## config.mk

```make
export PLATFORM = sky130hd
export DESIGN_NAME = vis_accum_flat
export DESIGN_NICKNAME = d
export VERILOG_FILES = /design/src/rtl/vis_accum_if.sv /design/src/rtl/vis_accum.sv /design/src/flat_wrapper.sv
export SDC_FILE = /design/constraint.sdc
export NUM_CORES = 1
export LEC_CHECK = 0
export CAP_MARGIN = 20
export CORE_AREA = 2 2 139 141
export CTS_CLUSTER_DIAMETER = 60
export CTS_CLUSTER_SIZE = 20
export DETAILED_ROUTE_END_ITERATION = 10
export DIE_AREA = 0 0 141 143
export MAX_ROUTING_LAYER = met4
export SLEW_MARGIN = 30
export SYNTH_ARGS = -nofsm -noshare
export SYNTH_HDL_FRONTEND = slang
export SYNTH_SLANG_ARGS = --single-unit
```

## constraint.sdc

```tcl
create_clock -name clock_i -period 14.1 [get_ports clock_i]
set_input_delay 2.82 -clock clock_i [delete_from_list [all_inputs] [get_ports clock_i]]
set_output_delay 2.82 -clock clock_i [all_outputs]
set_load 0.01 [all_outputs]
```

## src/rtl/vis_accum_if.sv

```systemverilog
// vis_accum_if: partial-sum stream in, integrated visibility out.
// slave = accumulator side, master = upstream/readout side.
interface vis_accum_if #(
  parameter int WIDTH = 4,
  parameter int ACCUM = 24
);
  logic             clear_i;
  logic             valid_i;
  logic             last_i;
  logic [WIDTH-1:0] re_i;
  logic [WIDTH-1:0] im_i;
  logic             valid_o;
  logic             last_o;
  logic [ACCUM-1:0] re_o;
  logic [ACCUM-1:0] im_o;
  logic             overflow_o;
  logic [15:0]      frame_o;

  modport slave (
    input  clear_i, valid_i, last_i, re_i, im_i,
    output valid_o, last_o, re_o, im_o, overflow_o, frame_o
  );

  modport master (
    output clear_i, valid_i, last_i, re_i, im_i,
    input  valid_o, last_o, re_o, im_o, overflow_o, frame_o
  );
endinterface

```

## src/rtl/vis_accum.sv

```systemverilog
// vis_accum: integrates COUNT re/im partials per frame into saturating
// wide accumulators and emits one registered visibility per frame.
// Ports: clock_i, reset_i (async, active-high), bus (vis_accum_if.slave):
//   clear_i/valid_i/last_i/re_i/im_i in; valid_o/last_o/re_o/im_o/
//   overflow_o/frame_o out.
// Option: define VIS_ACCUM_SIGNED_EN to emit bias-removed signed sums.
module vis_accum #(
  parameter int WIDTH   = 4,
  parameter int ACCUM   = 24,
  parameter int COUNT   = 256,
  parameter int PARTIAL = 8
) (
  input  logic        clock_i,
  input  logic        reset_i,
  vis_accum_if.slave  bus
);

  localparam int CW = (COUNT > 1) ? $clog2(COUNT) : 1;
  localparam logic [CW-1:0]    LAST = CW'(COUNT - 1);
  localparam logic [ACCUM-1:0] ONES = {ACCUM{1'b1}};

  logic [CW-1:0]    cnt_q, cnt_d, cnt_base;
  logic [ACCUM-1:0] re_acc_q, re_acc_d;
  logic [ACCUM-1:0] im_acc_q, im_acc_d;
  logic [ACCUM-1:0] re_base, im_base;
  logic [ACCUM:0]   re_sum, im_sum;
  logic             re_sat_q, re_sat_d;
  logic             im_sat_q, im_sat_d;
  logic             take, first, done;
  logic [15:0]      frame_q;

  logic             valid_q;
  logic [ACCUM-1:0] re_o_q, re_o_d;
  logic [ACCUM-1:0] im_o_q, im_o_d;
  logic             ovf_q;
  logic [15:0]      frame_o_q;

`ifdef VIS_ACCUM_SIGNED_EN
  localparam logic [ACCUM-1:0] BIAS = ACCUM'(COUNT * PARTIAL);
  localparam logic [ACCUM-1:0] SMAX = {1'b0, {(ACCUM-1){1'b1}}};
`endif

  always_comb begin
    take     = bus.valid_i & bus.last_i;
    // clear restarts the frame; a word in the same cycle becomes word 0
    cnt_base = bus.clear_i ? '0 : cnt_q;
    first    = (cnt_base == '0);
    re_base  = first ? '0 : re_acc_q;
    im_base  = first ? '0 : im_acc_q;
    re_sum   = {1'b0, re_base}
             + {{(ACCUM+1-WIDTH){1'b0}}, bus.re_i};
    im_sum   = {1'b0, im_base}
             + {{(ACCUM+1-WIDTH){1'b0}}, bus.im_i};
    // all-ones stays all-ones: any further carry re-saturates
    re_acc_d = re_sum[ACCUM] ? ONES : re_sum[ACCUM-1:0];
    im_acc_d = im_sum[ACCUM] ? ONES : im_sum[ACCUM-1:0];
    re_sat_d = (first ? 1'b0 : re_sat_q) | re_sum[ACCUM];
    im_sat_d = (first ? 1'b0 : im_sat_q) | im_sum[ACCUM];
    done     = take & (cnt_base == LAST);
    if (done)      cnt_d = '0;
    else if (take) cnt_d = cnt_base + 1'b1;
    else           cnt_d = cnt_base;
`ifdef VIS_ACCUM_SIGNED_EN
    re_o_d = re_sat_d ? SMAX : re_acc_d - BIAS;
    im_o_d = im_sat_d ? SMAX : im_acc_d - BIAS;
`else
    re_o_d = re_acc_d;
    im_o_d = im_acc_d;
`endif
  end

  always_ff @(posedge clock_i or posedge reset_i) begin
    if (reset_i) begin
      cnt_q     <= '0;
      re_acc_q  <= '0;
      im_acc_q  <= '0;
      re_sat_q  <= 1'b0;
      im_sat_q  <= 1'b0;
      frame_q   <= '0;
      valid_q   <= 1'b0;
      re_o_q    <= '0;
      im_o_q    <= '0;
      ovf_q     <= 1'b0;
      frame_o_q <= '0;
    end else begin
      cnt_q   <= cnt_d;
      valid_q <= done;
      if (take) begin
        re_acc_q <= re_acc_d;
        im_acc_q <= im_acc_d;
        re_sat_q <= re_sat_d;
        im_sat_q <= im_sat_d;
      end
      if (done) begin
        re_o_q    <= re_o_d;
        im_o_q    <= im_o_d;
        ovf_q     <= re_sat_d | im_sat_d;
        frame_o_q <= frame_q;
        frame_q   <= frame_q + 16'd1;
      end
    end
  end

  assign bus.valid_o    = valid_q;
  assign bus.last_o     = valid_q;
  assign bus.re_o       = re_o_q;
  assign bus.im_o       = im_o_q;
  assign bus.overflow_o = ovf_q;
  assign bus.frame_o    = frame_o_q;

endmodule

```

## src/flat_wrapper.sv

```systemverilog
// flat-port wrapper written by rule: the top's interface ports become plain ports
module vis_accum_flat 
#(
  parameter int WIDTH   = 4,
  parameter int ACCUM   = 24,
  parameter int COUNT   = 256,
  parameter int PARTIAL = 8
)
  (clock_i, reset_i, bus_clear_i, bus_valid_i, bus_last_i, bus_re_i, bus_im_i, bus_valid_o, bus_last_o, bus_re_o, bus_im_o, bus_overflow_o, bus_frame_o);
  vis_accum_if #(.WIDTH(WIDTH), .ACCUM(ACCUM)) bus_i ();
  input  logic clock_i;
  input  logic reset_i;
  input wire logic [$bits(bus_i.clear_i)-1:0] bus_clear_i;
  input wire logic [$bits(bus_i.valid_i)-1:0] bus_valid_i;
  input wire logic [$bits(bus_i.last_i)-1:0] bus_last_i;
  input wire logic [$bits(bus_i.re_i)-1:0] bus_re_i;
  input wire logic [$bits(bus_i.im_i)-1:0] bus_im_i;
  output wire logic [$bits(bus_i.valid_o)-1:0] bus_valid_o;
  output wire logic [$bits(bus_i.last_o)-1:0] bus_last_o;
  output wire logic [$bits(bus_i.re_o)-1:0] bus_re_o;
  output wire logic [$bits(bus_i.im_o)-1:0] bus_im_o;
  output wire logic [$bits(bus_i.overflow_o)-1:0] bus_overflow_o;
  output wire logic [$bits(bus_i.frame_o)-1:0] bus_frame_o;
  assign bus_i.clear_i = bus_clear_i;
  assign bus_i.valid_i = bus_valid_i;
  assign bus_i.last_i = bus_last_i;
  assign bus_i.re_i = bus_re_i;
  assign bus_i.im_i = bus_im_i;
  assign bus_valid_o = bus_i.valid_o;
  assign bus_last_o = bus_i.last_o;
  assign bus_re_o = bus_i.re_o;
  assign bus_im_o = bus_i.im_o;
  assign bus_overflow_o = bus_i.overflow_o;
  assign bus_frame_o = bus_i.frame_o;
  vis_accum #(.WIDTH(WIDTH), .ACCUM(ACCUM), .COUNT(COUNT), .PARTIAL(PARTIAL)) u_core (.clock_i(clock_i), .reset_i(reset_i), .bus(bus_i));
endmodule
```

# Word-level counts from Yosys, hierarchy flattened
# Index checks and enable logic that the tools add are counted.
totals:
  register_bits: 140
  in_bits: 13
  output_inout_bits: 67
  word_cells: 31
op_classes:
  n_addsub: 4
  n_eq_ne: 1
  muxes: 9
  bitwise_logic: 5
  n_reduce_logical: 1
ops:
  columns: ["cell", "count"]
  rows:
  - ["$mux 24", 4]
  - ["$add 24x4->25", 2]
  - ["$mux 8", 3]
  - ["$add 16x1->16 const B", 1]
  - ["$add 8x1->8 const B", 1]
  - ["$eq 8x8->1 const B", 1]
  - ["$logic_not 8->1", 1]
  - ["$or 1x1->1", 3]
  - ["$and 1x1->1", 2]
  - ["$mux 1", 2]

# Depth between registers and ports, before layout
# Gate-level depths: netlist (run 1).
depth:
  depth_word: 6
  mapped_depth: 19
  mapped_depth_nobuf: 14

# Worst setup path after synthesis (run 1)
# OpenSTA, ideal clock, no wires.
synth_timing:
  path_type: "input to register"
  from: "input bus_clear_i"
  to: "register u_core.re_o_q[15], in the netlist u_core.bus.re_o[15]"
  setup_time_ns: 0.124
  arrival_time_ns: 6.229
  t_required_ns: 13.976
  path_slack_ns: 7.747
  stages: 17
  n_path_buf: 4
  cell_sequence: "buf_2 > nor2b_1 > inv_1 > ha_1 > nor3b_1 > a21boi_2 > buf_2 > buf_2 > clkbuf_1 > and2_1 > ha_1 > a211o_1 > a21oi_1 > nor2_1 > and3_1 > xnor2_1 > o31a_1"
synth_between:
  elab_chain_cells: 5
synth_rtl:
  columns: ["element", "line", "source"]
  rows:
  - ["start, declared", "flat_wrapper.sv:13", "input wire logic [$bits(bus_i.clear_i)-1:0] bus_clear_i;"]
  - ["$mux 8 (*)", "vis_accum.sv:46", "cnt_base = bus.clear_i ? '0 : cnt_q;"]
  - ["$logic_not 8->1", "vis_accum.sv:47", "first = (cnt_base == '0);"]
  - ["$mux 24", "vis_accum.sv:48", "re_base = first ? '0 : re_acc_q;"]
  - ["$add 24x4->25", "vis_accum.sv:51", "+ {{(ACCUM+1-WIDTH){1'b0}}, bus.re_i};"]
  - ["$mux 24", "vis_accum.sv:55", "re_acc_d = re_sum[ACCUM] ? ONES : re_sum[ACCUM-1:0];"]
  - ["end signal, assigned", "vis_accum.sv:95", "re_o_q <= re_o_d;"]
  - ["end, declared", "vis_accum.sv:33", "logic [ACCUM-1:0] re_o_q, re_o_d;"]
# Every way passes the cells marked *; elsewhere a longest branch is shown, timed or not.
# A chain may end at the register's enable or synchronous reset.

# Final worst setup path (run 1)
# Ends and elaborated chain as after synthesis.

==> out/results.env, run 1 <==
STATUS='finished clean'
DIE_AREA_UM2=20200
DESIGN.CORE.AREA_UM2=18600
LAYOUT.CELLS.MOST_COMMON_LIST='dfrtp_1 (140), nand2_1 (130), clkdlybuf4s50_1 (79)'
CTS_MADE_BUFFERS=17
POWER_PER_CELL_AREA_nW_PER_UM2=107
CLK_ROOT_BUFFER_CELL='clkbuf_16'
SYNTH_FP_NETS=839
ANTENNA_LEFT=0
TIMING.MAX_CAP.VIOLATIONS=0
FINAL_HOLD_VIOL_COUNT=0
DPL-INSTANCE-AREA_UM2=8320
P_SEQ_SHARE_PCT=42.9
YOSYS_WARNINGS=0
PLACEMENT_ROW_COUNT=50
FINAL_SETUP_VIOLATIONS=0
GRT_MAX_DEGREE=77
SYNTH-EDFF-COUNT=0
LAYOUT_MIN_CYCLE_TIME_NS=7.08
SYNTH_LARGEST_AREA_CELL='dfrtp_1'
FMAXACHIEVABLE_MHz=141
FINAL-MAX-SLEW-VIOLATION-COUNT=0
MIN_PATH_TYPE='reg -> reg'
CRITICAL_PATH.STARTPOINT_TYPE='input pin'
CTS_MAX_LEVEL=4
SYNTH_TOP_AREA_SHARE_PCT=47.4
POWER_LEAKAGE_nW=3.95
CTS_REPAIR_RESIZED_INSTS=0
NUM_IO_PINS=80
DRC_ERRORS=0
DATA_REQUIRED_TIME_AT_THE_WORST_ENDPOINT_NS=14.41
SYNTH_TOP_FAMILY_BY_AREA='simple AND/OR/NAND/NOR gates'
DIEWIDTH_UM=141
PLACEMENT.IO_BUFFERS=79
TRITONCTS_CLOCK_TREE='built'
GR-USAGE-ALL-LAYERS_PCT=19.5
SYNTH-COMPOUND-AREA-SHARE_PCT=17.3
CLOCK-SKEW-FINAL_NS=0.00625
SHARE_OF_CELLS_ABOVE_DRIVE_STRENGTH_1_PCT=8.05
YS_SEQ_ELEMENTS=140
TOTALWIRELENGTH_MM=18.2
FINAL_NETS=895
POWER.COMBINATIONAL.FRACTION_PCT=5.3
POSTSYNTHCELLCOUNT=813
SYNTH_XOR_XNOR_AREA_SHARE_PCT=5.33
COUNT_OF_BUFFERS_ADDED_BY_POST_CTS_TIMING_REPAIR_FOR_SETUP=0
IR_DROP_mV=0.0813
ANTENNA-DIODE-COUNT=0
AREA_GROWTH_FROM_SYNTHESIS_TO_LAYOUT_PCT=21.4
TOTAL_SWITCHING_POWER_mW=0.218
YS_ASYNC_SR_FRACTION_PCT=100
WORST-SLEW-PIN-TRANSITION_NS=0.774
M1WIRELENGTH_MM=8.83
HIGHEST_METAL_LAYER_WITH_SIGNAL_WIRES='met4'
WORST_SLACK_ON_HOLD_PATHS_NS=0.462
CTS_NUM_SINKS=140
SYN_AVG_CELL_AREA_UM2=9.10
FIRST_GLOBAL_VIAS=5698
DP_HPWL_MM=11.8
DR_WL_MET3_UM=609
CP-END-KIND='flop'
CLOCK_BUFFER_DEPTH=2
POST-LAYOUT-TOTAL-POWER_mW=0.960
PATH_CLASS='in -> reg'
YOSYSSEQAREASHARE_PCT=47.4
GRT_OVERFLOW_TOTAL=0
FIN_SETUP_TNS_NS=0
SLEW-LIMIT-HEADROOM_PCT=48.2
SETUP_REPAIR_AFTER_GLOBAL_ROUTING_MISSED_ITS_MARGIN='no'
YOSYS-TOP-CELLS-AREA='dfrtp_1 (47%), nand2_1 (6.6%), a21oi_1 (4.5%)'
ROUTEDWLPERCELL_UM=16.3
POST_SYNTH_INSTANCE_AREA_UM2=7400
CELLINTERNALPOWER_mW=0.743
INSERTION_DELAY_NS=0.42
SHARE_OF_SYNTHESIZED_CELL_AREA_IN_AND_OR_NAND_AND_NOR_GATES_PCT=23.3
CRIT_PATH_MAX_FANOUT=57
DETAIL_ROUTE.FIRST_PASS.ITERATIONS=5
DIEHEIGHT_UM=143
VIAS=6022
CTS.REPORTEDPATHS.CLKPINSLEW_NS=0.06
VIA_DENSITY=5.40
DRT_FIRST_ITER_VIOLATIONS=420
DESIGN_AREA_UM2=8980
DOMINANTREGCELLSYNTH='dfrtp_1'
NETSWITCHINGFRACTION_PCT=22.7
GRT_FIRST_PASS_WIRELENGTH_MM=30.0
GRT_ANTENNA_BEFORE_REPAIR=0
CP.ARRIVAL_NS=7.39
PERIOD_SHARE_PCT=50.2
ROUTED-WL-MET2_MM=8.56
INITIAL_UTIL_PCT=39.8
LAYOUT_COMMONEST_CELL='dfrtp_1'
CTS-HOLD-FIX-BUFFERS=0
SYNTHADDERAREAFRAC_PCT=2.40
SYNTH.AREA.MUX_SHARE_PCT=0.541
FINALWEIGHTEDCONGESTION=0.845
POWER.CLOCK.FRACTION_PCT=51.7
YOSYSUNIQUECELLTYPES=72
==> registers in the layout, summed over array words and instances, names as in the netlist <==
name	flops
u_core.cnt_q	8
u_core.im_sat_q	1
u_core.bus.frame_o	16
u_core.frame_q	16
u_core.bus.last_o	1
u_core.re_acc_q	24
u_core.re_sat_q	1
u_core.im_acc_q	24
u_core.bus.im_o	24
u_core.bus.re_o	24
u_core.bus.overflow_o	1
==> area by class of cell <==
type / instances / area [um2]
Timing Repair Buffer: 85 / 840
Clock inverter: 14 / 218
Sequential cell: 140 / 3500
Inverter: 11 / 46.3
Tap cell: 234 / 293
Clock buffer: 18 / 439
Fill cell: 1788 / 9600
Multi-Input combinational cell: 614 / 3640
==> cell usage after synthesis (all sizes together) (5+ instances only) <==
library cell	count
nor3	16
ha	11
nand2	133
o21ai	76
buf	27
a21o	9
a21oi	68
o31a	6
nand4	19
inv	11
nand3	32
and3	9
xor2	19
clkbuf	21
nor4	9
o22a	5
xnor2	26
or4	5
dfrtp	140
and4	5
a31oi	13
nor2	75
or3	10
and2	11
o21a	8
==> worst paths after layout <==
| path | startpoint | to | slack [ns] | cells past startpoint |
|---|---|---|---|---|
| hold reg to reg | u_core.bus.frame_o[5]$_DFFE_PP0P_ | u_core.bus.frame_o[5]$_DFFE_PP0P_ | 0.46 | 2 |
| setup / recovery | bus_clear_i | u_core.bus.re_o[15]$_DFFE_PP0P_ | 7.02 | 15 |
| setup reg to reg | u_core.cnt_q[0]$_DFF_PP0_ | u_core.bus.re_o[15]$_DFFE_PP0P_ | 9.74 | 14 |
| max in group asynchronous | reset_i | u_core.bus.im_o[5]$_DFFE_PP0P_ | 10.10 | 3 |
| min in group asynchronous | reset_i | u_core.bus.re_o[23]$_DFFE_PP0P_ | 2.86 | 2 |
| hold / removal | u_core.bus.frame_o[5]$_DFFE_PP0P_ | u_core.bus.frame_o[5]$_DFFE_PP0P_ | 0.46 | 2 |
==> stage by stage <==
step | setup WS (ns) | std cells | utilization (%)
after floorplan | 7.53 | 813 | -
after global placement | 6.73 | 1084 | 44.7
after detailed placement | 6.59 | 1084 | 44.8
after CTS | 7.04 | 1116 | 48.3
after global routing | 6.70 | 1116 | 48.3
final | 7.02 | 1116 | 48.3
==> kinds of logic (layout without fill, tap and decap cells) <==
family	after synthesis	count (layout)
AND/OR/NAND/NOR	340	340
AO/OA/AOI/OAI	212	212
flip-flops	140	140
buffers and inverters	59	128
XOR/XNOR	45	45
adder cells (fa/ha/maj)	13	13
multiplexers	4	4
==> power by group through the flow <==
stage	Combinational [mW]	Clock [mW]	Sequential, mW
after detailed placement	0.0522	0	0.419
after floorplan	0.0377	0	0.418
after CTS	0.0523	0.509	0.412
after global placement	0.0513	0	0.419
after global routing	0.0585	0.527	0.413
final	0.0513	0.497	0.412
==> metal layers <==
layer	vias up	GRT usage, %
li1	2980	-
met1	2907	26.4
met2	117	29.7
met3	18	4.56
met4	0	4.74
met5	-	-
==> critical path, cell delays in order <==
cell and delay, ns:
clkdlybuf4s50_1 0.69, nor2b_1 0.13, inv_1 0.13, ha_1 0.20, nor3b_1 0.44, a21boi_4 0.09
buf_4 0.34, and2_1 0.28, ha_1 0.30, a211o_1 0.32, a21oi_1 0.56, nor2_1 0.38
and3_1 0.32, xnor2_1 0.13, o31a_1 0.23
Power figures use the tool's default switching activity.
==> run 2: changes to the inputs <==
- clock period: 14.1 -> 6.2 ns (I/O delays scaled with it)
==> run 2 against run 1 <==
Clock skew is 0.0017 ns higher. Combinational power is 130% higher. Via count is 1.7% higher. Hold slack better by 0.0011 ns. Final cell count is 0.72% higher. Global-route usage is 0.56 points higher. Sequential power is 130% higher. Die area stayed put. Register-to-register slack worse by 7.4 ns.
==> out/results.env, run 2 (synthesis gave the netlist of run 1 again) <==
CTS_MAX_LEVEL=4  # unchanged
MIN_PATH_TYPE='reg -> reg'
VIAS=6125  # +1.7%
DATA_REQUIRED_TIME_AT_THE_WORST_ENDPOINT_NS=6.55  # -7.86 ns
TIMING.MAX_CAP.VIOLATIONS=0  # unchanged
CTS_NUM_SINKS=140  # unchanged
CTS.REPORTEDPATHS.CLKPINSLEW_NS=0.07  # about the same
MET1_USAGE_PCT=27.6  # +1.2 points
DETAIL_ROUTE.FIRST_PASS.ITERATIONS=4  # -1
CP-END-KIND='flop'
CLK_ROOT_BUFFER_CELL='clkbuf_16'
GROUTE.LAYER.MET2.USAGE_PCT=30.4  # +0.69 points
FINALWEIGHTEDCONGESTION=0.854  # +0.99%
WORSTREG2REGEND='u_core.re_acc_q[12]$_DFFE_PP0P_'
R2R-START='u_core.cnt_q[0]$_DFF_PP0_'
POWER_PER_CELL_AREA_nW_PER_UM2=239  # +120%
GR-USAGE-ALL-LAYERS_PCT=20.0  # +0.56 points
TRITONCTS_CLOCK_TREE='built'
FINAL_NETS=903  # +0.89%
CLOCK_BUFFER_DEPTH=2  # unchanged
CRIT_PATH_MAX_FANOUT=17  # -70%
CRITICAL_PATH.STARTPOINT_TYPE='input pin'
LAYOUT.CELLS.MOST_COMMON_LIST='dfrtp_1 (140), nand2_1 (130), clkdlybuf4s50_1 (79)'
GRT_MAX_DEGREE=103  # +34%
CLOCK-SKEW-FINAL_NS=0.00800  # +0.00175 ns
FINALWORSTSETUPSLACK_NS=1.34  # -5.68 ns
LAYOUT_COMMONEST_CELL='dfrtp_1'
DESIGN.CORE.AREA_UM2=18600  # unchanged
COUNT_OF_BUFFERS_ADDED_BY_POST_CTS_TIMING_REPAIR_FOR_SETUP=0  # unchanged
SHARE_OF_CELLS_ABOVE_DRIVE_STRENGTH_1_PCT=8.88  # +0.83 points
GRT_UTIL_MET3_PCT=3.96  # -0.60 points
WORST_SLACK_ON_HOLD_PATHS_NS=0.464  # +0.00113 ns
FF_TO_FF_SETUP_SLACK_NS=2.39  # -7.35 ns
DIEWIDTH_UM=141  # unchanged
CTS-HOLD-FIX-BUFFERS=0  # unchanged
NUM_IO_PINS=80  # unchanged
STATUS='finished clean'
GRT_FIRST_PASS_WIRELENGTH_MM=30.9  # +3.0%
AREA_GROWTH_FROM_SYNTHESIS_TO_LAYOUT_PCT=21.7
SLEW-LIMIT-HEADROOM_PCT=44.2  # -4.0 points
DIEHEIGHT_UM=143  # unchanged
FIN_SETUP_TNS_NS=0  # unchanged
FINAL_HOLD_VIOL_COUNT=0  # unchanged
DETAILEDPLACE.WORSTSLACK_NS=0.922  # -5.67 ns
PLACEMENT_ROW_COUNT=50  # unchanged
DRC_ERRORS=0  # unchanged
IR_DROP_mV=0.192  # +140%
DP_HPWL_MM=12.8  # +8.5%
ANTENNA-DIODE-COUNT=0  # unchanged
BUSIEST_LAYER='met2'
HOLD_PATH.STARTPOINT='u_core.bus.frame_o[5]$_DFFE_PP0P_'
FINAL-MAX-SLEW-VIOLATION-COUNT=0  # unchanged
VIA_DENSITY=5.45  # +0.99%
WORSTHOLDPATHCELLS=2  # unchanged
ANTENNA_LEFT=0  # unchanged
CTS_MADE_BUFFERS=17  # unchanged
WORSTHOLDENDPOINT='u_core.bus.frame_o[5]$_DFFE_PP0P_'
PATH_CLASS='in -> reg'
FMAXACHIEVABLE_MHz=206
NFILLCELLS=1761  # -1.5%
CP.ARRIVAL_NS=5.21  # -2.18 ns
INSERTION_DELAY_NS=0.43  # about the same
INITIAL_UTIL_PCT=39.8  # unchanged
FINAL_SETUP_VIOLATIONS=0  # unchanged
DRT_FIRST_ITER_VIOLATIONS=398  # -5.2%
CTS_REPAIR_RESIZED_INSTS=0  # unchanged
WORST-SLEW-PIN-TRANSITION_NS=0.830  # +0.0565 ns
GRT_ANTENNA_BEFORE_REPAIR=0  # unchanged
FIRST_GLOBAL_VIAS=5818  # +2.1%
POWER_LEAKAGE_nW=3.96  # +0.24%
PLACEMENT.IO_BUFFERS=79  # unchanged
DIE_AREA_UM2=20200  # unchanged
PERIOD_SHARE_PCT=78.4
LAYOUT_MIN_CYCLE_TIME_NS=4.86
TOTALWIRELENGTH_MM=19.0  # +4.2%
SETUP_REPAIR_AFTER_GLOBAL_ROUTING_MISSED_ITS_MARGIN='no'
ROUTEDWLPERCELL_UM=16.9  # +3.5%
GRT_OVERFLOW_TOTAL=0  # unchanged
R2R_CELLS=14  # unchanged
[run 2: cell count changes in the layout (fill, tap and decap cells not counted), sizes merged]
cell | previous run | this run
buf | 6 | 14
bufinv | 5 | 3
clkbuf | 18 | 17
clkinv | 5 | 1
inv | 12 | 19
[run 2: critical path: stages]
cell             delay, ns
clkdlybuf4s50_1       0.40
buf_4                 0.17
nor2b_1               0.22
inv_1                 0.12
ha_1                  0.24
nor3b_1               0.18
a21boi_4              0.37
and2_1                0.19
ha_1                  0.20
fa_1                  0.24
a211oi_1              0.10
nor2_2                0.40
nand3_1               0.33
nor2_4                0.49
a21oi_1               0.13
a21oi_1               0.17
[run 2: worst max-delay path by stage]
stage | startpoint | slack, ns | depth (start not counted) | endpoint
after floorplan | reset_i | 1.21 | 1 | u_core.bus.frame_o[0]$_DFFE_PP0P_
after global placement | bus_clear_i | 1.08 | 16 | u_core.bus.re_o[5]$_DFFE_PP0P_
after detailed placement | bus_clear_i | 0.92 | 16 | u_core.bus.re_o[2]$_DFFE_PP0P_
after CTS | bus_clear_i | 1.36 | 16 | u_core.re_acc_q[2]$_DFFE_PP0P_
after global routing | bus_clear_i | 0.97 | 16 | u_core.bus.re_o[3]$_DFFE_PP0P_
final | bus_clear_i | 1.34 | 16 | u_core.re_acc_q[12]$_DFFE_PP0P_
[run 2: stage by stage]
step                instances  utilization [%]  power (mW)  cell area (um2)
floorplan                 813                -        1.04             7400
finish                   1124             48.4        2.15             9000
detailed placement       1092             45.1        1.07             8370
global route             1124             48.4        2.23             9000
CTS                      1124             48.4        2.17             9000
global placement         1092             45.1        1.07             8370
[run 2: area by class of cell]
| type | instances | area [um2] | share of cell area [%] |
|---|---|---|---|
| well taps | 234 | 293 | 3.25 |
| multi-input cells | 614 | 3640 | 40.4 |
| flip-flops and latches | 140 | 3500 | 38.9 |
| inverters | 11 | 48.8 | 0.542 |
| clock buffers | 17 | 425 | 4.73 |
| repair buffers | 93 | 896 | 9.95 |
| clock inverters | 15 | 199 | 2.21 |
[run 2: power breakdown]
| part | leakage (nW) | internal, mW | switching, mW |
|---|---|---|---|
| Combinational | 1.73 | 0.0387 | 0.0808 |
| Sequential | 1.93 | 0.927 | 0.0106 |
| Clock | 0.297 | 0.648 | 0.445 |
| Total | 3.96 | 1.61 | 0.537 |
[run 2: routing by layer]
metal,wire length [um],vias to the layer above
met5,0,-
met4,178,0
met3,734,20
met2,8760,122
met1,9290,2986
li1,-,2997
